[src/rtl/scarv_soc_reset_seq.sv]
// Sequenced multi-domain reset generator: PLL-lock gated ordered release,
// per-domain software resets and a last-reset-cause register.
module scarv_soc_reset_seq #(
  parameter int unsigned                  NUM_DOMAINS       = 4,
  parameter int unsigned                  CNT_W             = 8,
  parameter int unsigned                  RESET_CYCLES_BASE = 16,
  parameter logic [NUM_DOMAINS*CNT_W-1:0] RESET_CYCLES_DOM  = {NUM_DOMAINS{CNT_W'(16)}},
  parameter int unsigned                  SW_RESET_CYCLES   = 8
) (
  input  logic                   f_clk,
  input  logic                   g_resetn,
  input  logic                   f_clk_locked,
  input  logic [NUM_DOMAINS-1:0] sw_rst_req,
  output logic [NUM_DOMAINS-1:0] resetn_dom,
  output logic                   seq_busy,
  output logic [1:0]             rst_cause
);

  localparam int unsigned      IDX_W     = (NUM_DOMAINS > 1) ? $clog2(NUM_DOMAINS) : 1;
  localparam logic [IDX_W-1:0] LAST_IDX  = IDX_W'(NUM_DOMAINS - 1);
  localparam logic [CNT_W-1:0] BASE_LAST = CNT_W'((RESET_CYCLES_BASE > 1) ? RESET_CYCLES_BASE - 1 : 0);
  localparam logic [CNT_W-1:0] SW_LOAD   = CNT_W'((SW_RESET_CYCLES > 1) ? SW_RESET_CYCLES : 1);

  typedef enum logic [1:0] {HOLD, BASE, STAGE, RUN} state_t;
  typedef enum logic [1:0] {CAUSE_POR = 2'd0, CAUSE_LOCK = 2'd1, CAUSE_SW = 2'd2} cause_t;

  state_t           state;
  logic             lk_meta;
  logic             lk_s;
  logic [CNT_W-1:0] cnt;
  logic [IDX_W-1:0] idx;
  logic [CNT_W-1:0] stage_last;
  logic [CNT_W-1:0] sw_cnt     [NUM_DOMAINS];
  logic [CNT_W-1:0] sw_cnt_nxt [NUM_DOMAINS];
  logic [NUM_DOMAINS-1:0] dom_run_nxt;

  always_ff @(posedge f_clk or negedge g_resetn) begin
    if (!g_resetn) begin
      lk_meta <= 1'b0;
      lk_s    <= 1'b0;
    end else begin
      lk_meta <= f_clk_locked;
      lk_s    <= lk_meta;
    end
  end

  // Terminal count of the stage currently being timed (zero-length stages last one cycle).
  always_comb begin
    stage_last = '0;
    for (int unsigned i = 0; i < NUM_DOMAINS; i++) begin
      if (idx == IDX_W'(i) && RESET_CYCLES_DOM[i*CNT_W +: CNT_W] > CNT_W'(1))
        stage_last = RESET_CYCLES_DOM[i*CNT_W +: CNT_W] - CNT_W'(1);
    end
  end

  // Independent software pulses for domains 1..N-1 while in RUN.
  always_comb begin
    dom_run_nxt = resetn_dom;
    sw_cnt_nxt  = sw_cnt;
    for (int unsigned i = 1; i < NUM_DOMAINS; i++) begin
      if (sw_cnt[i] != '0) begin
        if (sw_cnt[i] == CNT_W'(1)) begin
          dom_run_nxt[i] = 1'b1;
          sw_cnt_nxt[i]  = '0;
        end else begin
          sw_cnt_nxt[i]  = sw_cnt[i] - CNT_W'(1);
        end
      end else if (sw_rst_req[i] && resetn_dom[i]) begin
        dom_run_nxt[i] = 1'b0;
        sw_cnt_nxt[i]  = SW_LOAD;
      end
    end
  end

  always_ff @(posedge f_clk or negedge g_resetn) begin
    if (!g_resetn) begin
      state      <= HOLD;
      cnt        <= '0;
      idx        <= '0;
      resetn_dom <= '0;
      seq_busy   <= 1'b1;
      rst_cause  <= CAUSE_POR;
      for (int unsigned i = 0; i < NUM_DOMAINS; i++) sw_cnt[i] <= '0;
    end else if (state != HOLD && !lk_s) begin
      // Lock loss outranks everything and is handled ahead of the per-state logic.
      state      <= HOLD;
      cnt        <= '0;
      resetn_dom <= '0;
      seq_busy   <= 1'b1;
      for (int unsigned i = 0; i < NUM_DOMAINS; i++) sw_cnt[i] <= '0;
      if (state == RUN) rst_cause <= CAUSE_LOCK;
    end else begin
      case (state)
        HOLD: begin
          resetn_dom <= '0;
          seq_busy   <= 1'b1;
          cnt        <= '0;
          if (lk_s) state <= BASE;
        end
        BASE: begin
          if (cnt == BASE_LAST) begin
            state <= STAGE;
            cnt   <= '0;
            idx   <= '0;
          end else begin
            cnt <= cnt + CNT_W'(1);
          end
        end
        STAGE: begin
          if (cnt == stage_last) begin
            resetn_dom[idx] <= 1'b1;
            cnt             <= '0;
            if (idx == LAST_IDX) begin
              state    <= RUN;
              seq_busy <= 1'b0;
            end else begin
              idx <= idx + IDX_W'(1);
            end
          end else begin
            cnt <= cnt + CNT_W'(1);
          end
        end
        RUN: begin
          if (sw_rst_req[0]) begin
            state      <= BASE;
            cnt        <= '0;
            resetn_dom <= '0;
            seq_busy   <= 1'b1;
            rst_cause  <= CAUSE_SW;
            for (int unsigned i = 0; i < NUM_DOMAINS; i++) sw_cnt[i] <= '0;
          end else begin
            resetn_dom <= dom_run_nxt;
            seq_busy   <= ~&dom_run_nxt;
            sw_cnt     <= sw_cnt_nxt;
          end
        end
        default: state <= HOLD;
      endcase
    end
  end

endmodule

[config.mk]
export PLATFORM = sky130hd
export DESIGN_NAME = scarv_soc_reset_seq
export DESIGN_NICKNAME = d
export VERILOG_FILES = /design/src/rtl/scarv_soc_reset_seq.sv
export SDC_FILE = /design/constraint.sdc
export NUM_CORES = 1
export LEC_CHECK = 0
export ABC_CLOCK_PERIOD_IN_PS = 3900
export BUFFER_PORTS_ARGS = -buffer_cell sky130_fd_sc_hd__buf_4
export CAP_MARGIN = 10
export CORE_MARGIN = 4
export CORE_UTILIZATION = 55
export CTS_CLUSTER_SIZE = 12
export DETAILED_ROUTE_END_ITERATION = 6
export PLACE_DENSITY = 0.7
export SLEW_MARGIN = 25
export SYNTH_ARGS = -nofsm -noshare
export SYNTH_HDL_FRONTEND = slang
export SYNTH_SLANG_ARGS = --single-unit
[constraint.sdc]
create_clock -name f_clk -period 3.9 [get_ports f_clk]
set_input_delay 0.195 -clock f_clk [delete_from_list [all_inputs] [get_ports f_clk]]
set_output_delay 0.195 -clock f_clk [all_outputs]
set_load 0.02 [all_outputs]
# Yosys cells after proc, flatten, opt, wreduce, memory -nomap -nowiden
# Cells that the tools add are included.
[word_totals]
ff_bits = 45
inputBits = 7
out_inout_bits = 7
wordCells = 126
[op_classes]
addsub = 5
order_cmp = 2
eq_ne = 19
muxes = 56
bitwise_logic = 2
reduce_logical = 30
[ops]
columns = ["op", "count"]
rows = [
  ["two-way mux 8 bit", 16],
  ["two-way mux 24 bit", 3],
  ["one-hot mux 8 bit (4 select lines)", 1],
  ["two-way mux 2 bit", 13],
  ["== test 8 x 1 -> 1 bit (second input constant)", 3],
  ["nonzero test 8 bit", 3],
  ["subtractor 8 x 1 -> 8 bit (second input constant)", 3],
  ["two-way mux 4 bit", 4],
  ["nonzero test 4 bit", 4],
  ["inequality test 3 bit (second input constant)", 5],
  ["two-way mux 1 bit", 14],
  ["one-hot mux 4 bit (3 select lines)", 1],
  ["AND reduction 2 bit", 5],
  ["AND reduction 5 bit", 2],
  ["adder 8 x 1 -> 8 bit (second input constant)", 1],
  ["== test 2 bit (second input constant)", 4],
  ["== test 8 x 4 -> 1 bit (second input constant)", 1],
  ["== test 8 bit", 1],
  ["one-hot mux 2 bit (4 select lines)", 1],
  ["nonzero test 2 bit", 4],
  ["inequality test 2 bit (second input constant)", 3],
  ["AND reduction 3 bit", 2],
  ["logical AND 1 bit", 5],
  ["== test 2 x 1 -> 1 bit (second input constant)", 2],
  ["11 further kinds", 13],
]

# Longest topological paths before layout
# Gate-level depths: netlist (run 1).
[depth]
depth_word = 9
mapped_depth = 9
depth_no_buf = 7

# Worst setup path after synthesis (run 1)
# Ideal clock, no wire load.
[synth_path]
path_type = "register to register"
from = "register state[0]"
to = "register sw_cnt[4] (netlist bit)"
setup_time_ns = 0.103
arrival_ns = 1.982
required_time_ns = 3.797
setup_slack_ns = 1.815
stages_incl_launch_ff = 10
n_path_buf = 3
period_less_slack_ns = 2.085
path_cell_list = "dfrtp_1 inv_1 ha_1 buf_6 o21ba_1 buf_6 a41o_1 or2_1 buf_2 o41ai_2"
[synth_between]
elab_chain_len = 4
elab_cells_between_ends = 7
classes_between = "eq/ne: 1; mux: 1; reduce/logical: 5"
[synth_lines]
columns = ["element", "line", "source"]
rows = [
  ["from (decl)", "27", "state_t state;"],
  ["from (signal assigned)", "77", "state <= HOLD;"],
  ["from (signal assigned)", "86", "state <= HOLD;"],
  ["from (signal assigned)", "98", "if (lk_s) state <= BASE;"],
  ["nonzero test 2 bit", "84", "end else if (state != HOLD && !lk_s) begin"],
  ["logical AND 1 bit", "84", ""],
  ["nonzero test 4 bit (no source line) or nonzero test 2 bit (tied branches)", "n/a", ""],
  ["AND reduction 2 bit (no source line)", "n/a", ""],
  ["to (signal assigned)", "134", "sw_cnt <= sw_cnt_nxt;"],
  ["to (decl)", "33", "logic [CNT_W-1:0] sw_cnt [NUM_DOMAINS];"],
]
# Parallel ways exist; a longest one is shown, timed or not.
# A chain may end at the register's enable or synchronous reset.

# Final worst setup path (run 1)
[layout_path]
from = "register state[1]"
to = "register sw_cnt[15] (netlist bit)"
# The elaborated chain is that of the path after synthesis.

==> results of run 1 <==
-- Yosys cell counts, types with 4 or more instances --
master,instances
dfrtp_1,44
nor2_1,36
nand2_1,32
o21ai_0,26
inv_1,20
ha_1,17
a21oi_1,15
nand3_1,14
nor3_1,13
a31oi_1,6
mux2i_1,6
a21o_1,5
nand2b_1,5
o21ai_2,5
xor2_1,5
buf_6,4
o22ai_1,4
-- where the power goes --
part	switching (uW)	total [uW]	internal (uW)	leakage, uW
Clock	155	364	209	0.0000585
Combinational	862	1440	577	0.000783
Sequential	197	803	606	0.000598
-- final timing paths --
path                                        endpoint  slack (ps)  cells past startpoint
setup / recovery              sw_cnt[15]$_DFFE_PN0P_        1570                      7
hold / removal                        lk_s$_DFF_PN0_         350                      0
setup reg to reg              sw_cnt[15]$_DFFE_PN0P_        1570                      7
hold reg to reg                       lk_s$_DFF_PN0_         350                      0
max in group asynchronous  resetn_dom[1]$_DFFE_PN0P_        3070                      2
min in group asynchronous     sw_cnt[21]$_DFFE_PN0P_         420                      2
-- cell usage in the layout (no fill, tap or decap), types with 4 or more instances in the layout --
cell / n
xor2_1: 5
nand3_1: 14
clkbuf_8: 6
ha_1: 17
buf_4: 13
dfrtp_1: 44
a21o_1: 5
nand2b_1: 5
o21ai_0: 26
a21oi_1: 15
nor2_1: 35
inv_1: 20
mux2i_1: 6
nand2_1: 32
o22ai_1: 4
nor3_1: 13
o21ai_2: 5
a31oi_1: 6
-- critical path, stage by stage (launching register included) --
cell,delay [ps]
dfrtp_1,470
inv_1,90
ha_1,300
o21bai_4,300
a21oi_1,100
a31o_2,300
or2_1,360
o41ai_1,290
-- metal layers --
layer / routed length (um) / vias to the layer above
li1: - / 1236
met1: 3040 / 1160
met2: 2760 / 48
met3: 333 / 7
met4: 63 / 0
met5: 0 / -
-- sequential cells by signal, summed over array words and instances (netlist names) --
| register | flops |
|---|---|
| sw_cnt | 24 |
| cnt | 8 |
| resetn_dom | 4 |
| idx | 2 |
| rst_cause | 2 |
| state | 2 |
| lk_meta | 1 |
| lk_s | 1 |
| seq_busy | 1 |
-- metrics by stage --
| stage | instance area [um^2] | utilization [%] | hold slack, ps | setup WS (ps) |
|---|---|---|---|---|
| floorplan | 3000 | - | -101 | 1810 |
| global placement | 3100 | 59.6 | 229 | 1640 |
| detailed placement | 3100 | 59.6 | 237 | 1540 |
| CTS | 3240 | 62.2 | 356 | 1510 |
| global route | 3240 | 62.2 | 365 | 1330 |
| finish | 3240 | 62.2 | 352 | 1570 |
-- kinds of logic after synthesis --
| group | Yosys count | share of synthesized area [%] |
|---|---|---|
| mux | 6 | 2.00 |
| buf+inv | 32 | 5.38 |
| flops | 45 | 37.6 |
| compound gates | 100 | 24.8 |
| xor+xnor | 7 | 2.04 |
| simple gates | 127 | 21.1 |
| fa+ha+maj | 17 | 7.09 |
-- final cells by class --
type | instances | area share [%]
Multi-Input combinational cell | 257 | 53.0
Sequential cell | 45 | 34.8
Timing Repair Buffer | 15 | 3.63
Tap cell | 70 | 2.70
Clock buffer | 7 | 2.67
Inverter | 20 | 2.32
Clock inverter | 1 | 0.927
==> impl_metrics.tcl, run 1 <==
set metrics [dict create \
    nNetsFinal 368 \
    finalPower_uw 2610 \
    crit_fanout 9 \
    start_kind "flip-flop" \
    detail_route.wl_per_cell_um 14.9 \
    grt_use_total_pct 21.4 \
    drive_gt1_share_pct 13.3 \
    routed_wl_um 6190 \
    skew_ps 8.58 \
    vias 2451 \
    max_freq_ghz 0.429 \
    post_cts_buffers 0 \
    final_antenna_net_count 0 \
    synth_edf_count 0 \
    yosys_warnings 0 \
    clkTransAtPathRegs_ps 80 \
    post_cts_resized 0 \
    synth_top_area_share_pct 36.7 \
    grt_pass1_vias 2411 \
    crit_type "reg2reg" \
    holdBufCountCts 2 \
    status "finished clean" \
    yosysTopAreaCell "dfrtp_1" \
    synthesis.nets 358 \
    critPathArrivalTime_ps 2510 \
    num_rows 26 \
    num-fill-cells 444 \
    syn_area_um2 3000 \
    start_util_pct 57.7 \
    grt-busiest-layer "met2" \
    die_h_um 81.9 \
    syn_inst 334 \
    htree_num_levels 2 \
    rsz0062_at_grt "false" \
    syn_to_final_growth_pct 7.92 \
    ir_worst_vdd_mv 0.510 \
    clockBufferDepth 2 \
    slew_headroom_pct 51.8 \
    cts-root-buf "clkbuf_8" \
    io_pins 14 \
    grtUsageMet1_pct 29.3 \
    multiInputGateArea_um2 1720 \
    met2_usage_pct 34.2 \
    yosys-top-cells-area "dfrtp_1, ha_1, nor2_1" \
    fin_crit_sh_pct 59.8 \
    setup_viol 0 \
    cellPowerDensity_nw_per_um2 804 \
    async_flop_share_pct 100 \
    antenna_found_initial 0 \
    portBuffers 13 \
    cp.required_ps 4080 \
    drt_iter0_markers 176 \
    ys_ff_latch 45 \
    grt_overflow_total 0 \
    finalNonFillerCells 415 \
    finalHoldViolCount 0 \
    drc 0 \
    cts_tree "done" \
    diodes 0 \
    grt_pass1_wl_um 11100 \
    avgSynthCellArea_um2 8.99 \
    core_area_um2 5200 \
    met3_usage_pct 4.61 \
    gp_congestion 0.850 \
    synth_cell_types 62 \
    clock_sinks 45 \
    startpoint "state[1]$_DFFE_PN0P_" \
    r2r_start "state[1]$_DFFE_PN0P_" \
    maxCapViolCount 0 \
    viasPerCell 5.91 \
    hold_path_class "reg2reg" \
    first_pass_iters 4 \
    grt_max_degree 46 \
    dieArea_um2 6700 \
    synth-main-ff-cell "dfrtp_1" \
    setup_tns_ps 0 \
    dp_cells 405 \
    register_area_um2 1130 \
    cts_made_buffers 5 \
    min_period_ps 2330 \
    p_leak_uw 0.00144 \
    dp_hpwl_um 4560 \
    die_w_um 81.9 \
    clock_latency_ps 300 \
    end_kind "flip-flop" \
    report.final.slew_viol_count 0 \
    hp-start "lk_meta$_DFF_PN0_" \
    synth.yosys.seq_area_share_pct 37.6 \
    worstMarginPinSlew_ps 717 \
]
Power figures use the tool's default switching activity.
==> run 2: changes to the inputs <==
- ABC_AREA: unset -> 1
- ABC_CLOCK_PERIOD_IN_PS: 3900 -> 2400
- clock period: 3.9 -> 2.4 ns (I/O delays scaled with it)
==> run 2 against run 1 <==
Compared with the run above: register-to-register slack worse by 960 ps; highest routed layer unchanged; synthesized cell count up 13%; clock skew up 4.4 ps; worst setup slack worse by 960 ps; flip-flop and latch count unchanged; via count down 1.8%; sequential power up 44%; design area down 0.66%; routed wire length down 8.9%; die area down 1.8%; clock power up 29%.
==> impl_metrics.tcl, run 2 <==
set metrics [dict create \
    grt_max_degree 46 \
    grt_use_total_pct 20.1 \
    clkTransAtPathRegs_ps 80 \
    die_w_um 81.1 \
    io_pins 14 \
    gp_congestion 0.847 \
    detail_route.wl_per_cell_um 12.0 \
    synth_most_common_cell "nand2_1" \
    crit_path_end "sw_cnt[7]$_DFFE_PN0P_" \
    nNetsFinal 424 \
    cellPowerDensity_nw_per_um2 1180 \
    portBuffers 13 \
    final_antenna_net_count 0 \
    multiInputGateArea_um2 1540 \
    yosys-top-cells-area "dfrtp_1, nand2_1, ha_1" \
    core_area_um2 5140 \
    synth_top_area_share_pct 37.4 \
    avgSynthCellArea_um2 7.76 \
    grt_overflow_total 0 \
    maxCapViolCount 0 \
    largest_reg_flops 24 \
    syn_area_um2 2940 \
    r2r-end "sw_cnt[7]$_DFFE_PN0P_" \
    ir_worst_vdd_mv 0.580 \
    cts-root-buf "clkbuf_8" \
    die_h_um 81.1 \
    reg_top3 "sw_cnt: 24 flops, cnt: 8 flops, resetn_dom: 4 flops" \
    async_flop_share_pct 100 \
    startpoint "state[0]$_DFFE_PN0P_" \
    drive_gt1_share_pct 17.0 \
    cp.required_ps 2580 \
    final_common_cell "nand2_1" \
    grt_pass1_wl_um 10500 \
    start_kind "flip-flop" \
    worstMarginPinSlew_ps 563 \
    first_pass_iters 4 \
    synth_edf_count 0 \
    cts_made_buffers 5 \
    report.final.slew_viol_count 0 \
    num-fill-cells 496 \
    setup_tns_ps 0 \
    grt_pass1_vias 2411 \
    setup_viol 0 \
    dieArea_um2 6580 \
    synth-main-ff-cell "dfrtp_1" \
    register_area_um2 1130 \
    post_cts_resized 0 \
    vias 2406 \
    final_cell_mix "nand2_1, inv_1, dfrtp_1, nor2_1, o21ai_0" \
    drc 0 \
    r2r_start "state[0]$_DFFE_PN0P_" \
    synth.yosys.seq_area_share_pct 38.3 \
    p_leak_uw 0.00152 \
    clock_latency_ps 300 \
    final_area_um2 3220 \
    post_cts_buffers 0 \
    yosysTopAreaCell "dfrtp_1" \
    yosys_warnings 0 \
    num_rows 26 \
    finalHoldViolCount 0 \
    crit_fanout 7 \
    cts_tree "done" \
    fin_crit_sh_pct 74.9 \
    clockBufferDepth 2 \
    dp_hpwl_um 4360 \
    synth_cell_types 36 \
    reg2reg_slack_ps 600 \
    rsz0062_at_grt "false" \
    end_kind "flip-flop" \
    htree_num_levels 2 \
    regMostFlops "sw_cnt" \
    viasPerCell 5.12 \
    start_util_pct 57.2 \
    skew_ps 13.0 \
    min_period_ps 1800 \
    ys_ff_latch 45 \
    critPathArrivalTime_ps 1970 \
    status "finished clean" \
    routed_wl_um 5640 \
    syn_to_final_growth_pct 9.40 \
    holdBufCountCts 2 \
    ff2ff_path_depth 10 \
    crit_type "reg2reg" \
    syn_inst 379 \
    antenna_found_initial 0 \
    slew_headroom_pct 62.5 \
    place_area_um2 3110 \
    clock_sinks 45 \
    hold_path_class "in2reg" \
    diodes 0 \
    drt_iter0_markers 54 \
    max_freq_ghz 0.557 \
    ys_top_cells_by_count "nand2_1, inv_1, dfrtp_1" \
    synthesis.nets 403 \
]
[run 2: cell count changes after synthesis, sizes merged, moves of 4 or more]
cell,delta
buf,-7
clkbuf,-4
nor2,+17
nor3,-4
o31ai,-4
inv,+44
o21ai,+5
o41ai,-5
nand2,+45
mux2i,-6
a21o,-5
a31oi,-5
nand3,+16
nand2b,-5
[run 2: cell families after synthesis]
family,count (synthesis),share of synthesized area (%)
XOR/XNOR,9,2.68
adder cells (fa/ha/maj),17,7.23
buffers and inverters,65,9.36
flip-flops,45,38.3
AND/OR/NAND/NOR,181,30.8
AO/OA/AOI/OAI,62,11.7
[run 2: layout make-up]
type	count	area share [%]
clock buffers	7	2.68
repair buffers	15	3.65
inverters	64	8.09
well taps	70	2.72
flip-flops and latches	45	35.0
multi-input cells	269	47.8
[run 2: report_power, final]
part | switching, uW | leakage, uW | internal (uW)
Sequential | 177 | 0.000592 | 984
Combinational | 1430 | 0.000883 | 738
Clock | 242 | 0.0000443 | 229
Total | 1850 | 0.00152 | 1950
[run 2: per-stage QoR]
| step | setup WS [ps] | std cells | hold slack (ps) | util (%) | power [uW] |
|---|---|---|---|---|---|
| global route | 393 | 470 | 227 | 62.6 | 4220 |
| finish | 603 | 470 | 220 | 62.6 | 3800 |
| CTS | 569 | 470 | 212 | 62.6 | 3850 |
| detailed placement | 582 | 461 | 158 | 60.5 | 3350 |
| global placement | 641 | 461 | 155 | 60.5 | 3310 |
| floorplan | 749 | 379 | -176 | - | 2900 |
[run 2: worst min-delay path by stage]
stage                     cells past startpoint           from                     end
after CTS                                     5  sw_rst_req[2]  sw_cnt[11]$_DFFE_PN0P_
after global placement                        1       g_resetn  sw_cnt[13]$_DFFE_PN0P_
final                                         5  sw_rst_req[2]  sw_cnt[11]$_DFFE_PN0P_
after detailed placement                      1       g_resetn  sw_cnt[14]$_DFFE_PN0P_
after global routing                          5  sw_rst_req[2]  sw_cnt[11]$_DFFE_PN0P_
after floorplan                               0       g_resetn      cnt[0]$_DFFE_PN0P_
[run 2: per-layer routing]
metal	up-vias	wire length [um]	track usage [%]
met4	0	65	6.25
met5	-	0	0
met2	20	2780	33.7
met3	9	134	4.10
li1	1256	-	-
met1	1121	2660	26.0
[run 2: worst max-delay path, cell delays in order, from the launching register on]
cell and delay (ps):
dfrtp_1 420, inv_1 80, ha_1 240, nor2_4 220, inv_6 80, nand2_8 90
a21oi_2 40, nand2_2 100, nand2_4 90, nor2_2 230, nor2_1 80
==> run 3: changes to the inputs <==
- ABC_CLOCK_PERIOD_IN_PS: 2400 -> 1730
- clock period: 2.4 -> 1.73 ns (I/O delays scaled with it)
==> run 3 against run 2 <==
Compared with the run above: design area increased by 4.0%; register-to-register slack got worse by 550 ps; critical path depth decreased by 1; sequential share of layout area is 1.4 points lower; combinational power grew 52%; hold slack worse by 47 ps; clock-buffer cell count unchanged; flip-flop and latch count unchanged; critical endpoint is now sw_cnt[22]$_DFFE_PN0P_; largest cell class unchanged; largest power group unchanged; highest routed layer unchanged.
==> impl_metrics.tcl, run 3 (same netlist as run 2, synthesis figures left out) <==
set metrics [dict create \
    met2_usage_pct 36.1 \
    clock_latency_ps 300 \
    portBuffers 13 \
    start_util_pct 57.2 \
    fin_crit_sh_pct 97.0 \
    reg_top3 "sw_cnt: 24 flops, cnt: 8 flops, resetn_dom: 4 flops" \
    critPathArrivalTime_ps 1860 \
    hp-start "sw_rst_req[2]" \
    setup_viol 0 \
    htree_num_levels 2 \
    dieArea_um2 6580 \
    cts-root-buf "clkbuf_8" \
    setup_tns_ps 0 \
    antenna_found_initial 0 \
    nNetsFinal 437 \
    largest_reg_flops 24 \
    regMostFlops "sw_cnt" \
    final_cell_mix "nand2_1, inv_1, dfrtp_1, nor2_1, o21ai_0" \
    maxCapViolCount 0 \
    clock_sinks 45 \
    cts_tree "done" \
    min_period_ps 1680 \
    met3_usage_pct 4.55 \
    syn_to_final_growth_pct 13.8 \
    r2r_start "state[1]$_DFFE_PN0P_" \
    vias 2467 \
    diodes 0 \
    crit_type "reg2reg" \
    final_antenna_net_count 0 \
    drive_gt1_share_pct 21.3 \
    cp.required_ps 1920 \
    clkTransAtPathRegs_ps 90 \
    viasPerCell 5.10 \
    final_common_cell "nand2_1" \
    finalHoldViolCount 0 \
    grt_pass1_wl_um 10500 \
    slew_headroom_pct 61.0 \
    status "finished clean" \
    grtUsageMet1_pct 24.3 \
    worstMarginPinSlew_ps 584 \
    io_pins 14 \
    drc 0 \
    grt_overflow_total 0 \
    grt_use_total_pct 20.5 \
    gp_congestion 0.825 \
    crit_fanout 9 \
    max_freq_ghz 0.596 \
    rsz0062_at_grt "true" \
    detail_route.wl_per_cell_um 12.4 \
    grt_max_degree 46 \
    finalPower_uw 5520 \
    start_kind "flip-flop" \
    cts_made_buffers 5 \
    grt_pass1_vias 2440 \
    dp_hpwl_um 4600 \
    hold_path_class "in2reg" \
    core_area_um2 5140 \
    first_pass_iters 4 \
    p_leak_uw 0.00158 \
    final_util_pct 65.1 \
    die_h_um 81.1 \
    end_kind "flip-flop" \
    drt_iter0_markers 59 \
    die_w_um 81.1 \
    num_rows 26 \
    skew_ps 10.7 \
    ir_worst_vdd_mv 0.750 \
    routed_wl_um 6000 \
    clockBufferDepth 2 \
    cellPowerDensity_nw_per_um2 1650 \
    grt-busiest-layer "met2" \
    report.final.slew_viol_count 0 \
    startpoint "state[1]$_DFFE_PN0P_" \
]
-- run 3: cell count changes in the layout (fill, tap and decap cells not counted), sizes merged --
| cell | change |
|---|---|
| clkinv | +1 |
| buf | +13 |
-- run 3: routing by layer --
layer  vias to the layer above  routed length (um)
li1                       1280                   -
met1                      1163                2750
met2                        18                3060
met3                         6                 116
met4                         0                  78
met5                         -                   0
-- run 3: worst paths after layout --
check | cells past startpoint | endpoint | slack [ps]
max reg2reg | 9 | sw_cnt[22]$_DFFE_PN0P_ | 50
min reg2reg | 0 | lk_s$_DFF_PN0_ | 360
max in group asynchronous | 2 | cnt[4]$_DFFE_PN0P_ | 1000
max | 9 | sw_cnt[22]$_DFFE_PN0P_ | 50
min in group asynchronous | 2 | sw_cnt[13]$_DFFE_PN0P_ | 320
min | 5 | sw_cnt[11]$_DFFE_PN0P_ | 170
-- run 3: through the flow --
stage	worst slack [ps]	instances	hold WS, ps	instance area (um^2)
2_1_floorplan	79.0	379	-209	2940
3_3_place_gp	82.7	474	122	3210
3_5_place_dp	53.6	474	127	3210
4_1_cts	3.14	484	171	3310
5_1_grt	-67.5	484	185	3350
6_report	52.7	484	173	3350
-- run 3: power breakdown --
part | total (uW) | switching (uW) | internal, uW
registers | 1590 | 229 | 1360
logic | 3290 | 2110 | 1190
clock network | 630 | 346 | 284
-- run 3: what timing repair did --
action | CTS | global route
pin swaps | 1 | 1
setup endpoints to repair | 1 | 25
hold endpoints to repair | 45 | 0
hold buffers | 2 | 0
gates resized for setup | 0 | 9
setup buffers | 0 | 0
-- run 3: cell type report --
type                       instances  area, um^2
sequential                        45        1130
clock buffer                       7        76.3
fill                             494        1790
multi-input combinational        269        1580
tap                               70        87.6
timing repair buffer              28         215
inverter                          64         260
clock inverter                     1        5.00
-- run 3: critical path, cell delays in order, from the launching register on --
cell and delay [ps]:
dfrtp_1 390, buf_4 160, ha_1 230, nor2_1 250, inv_4 100, nand2_4 120
inv_6 60, nand2_2 50, xor2_1 150, nor2_1 60
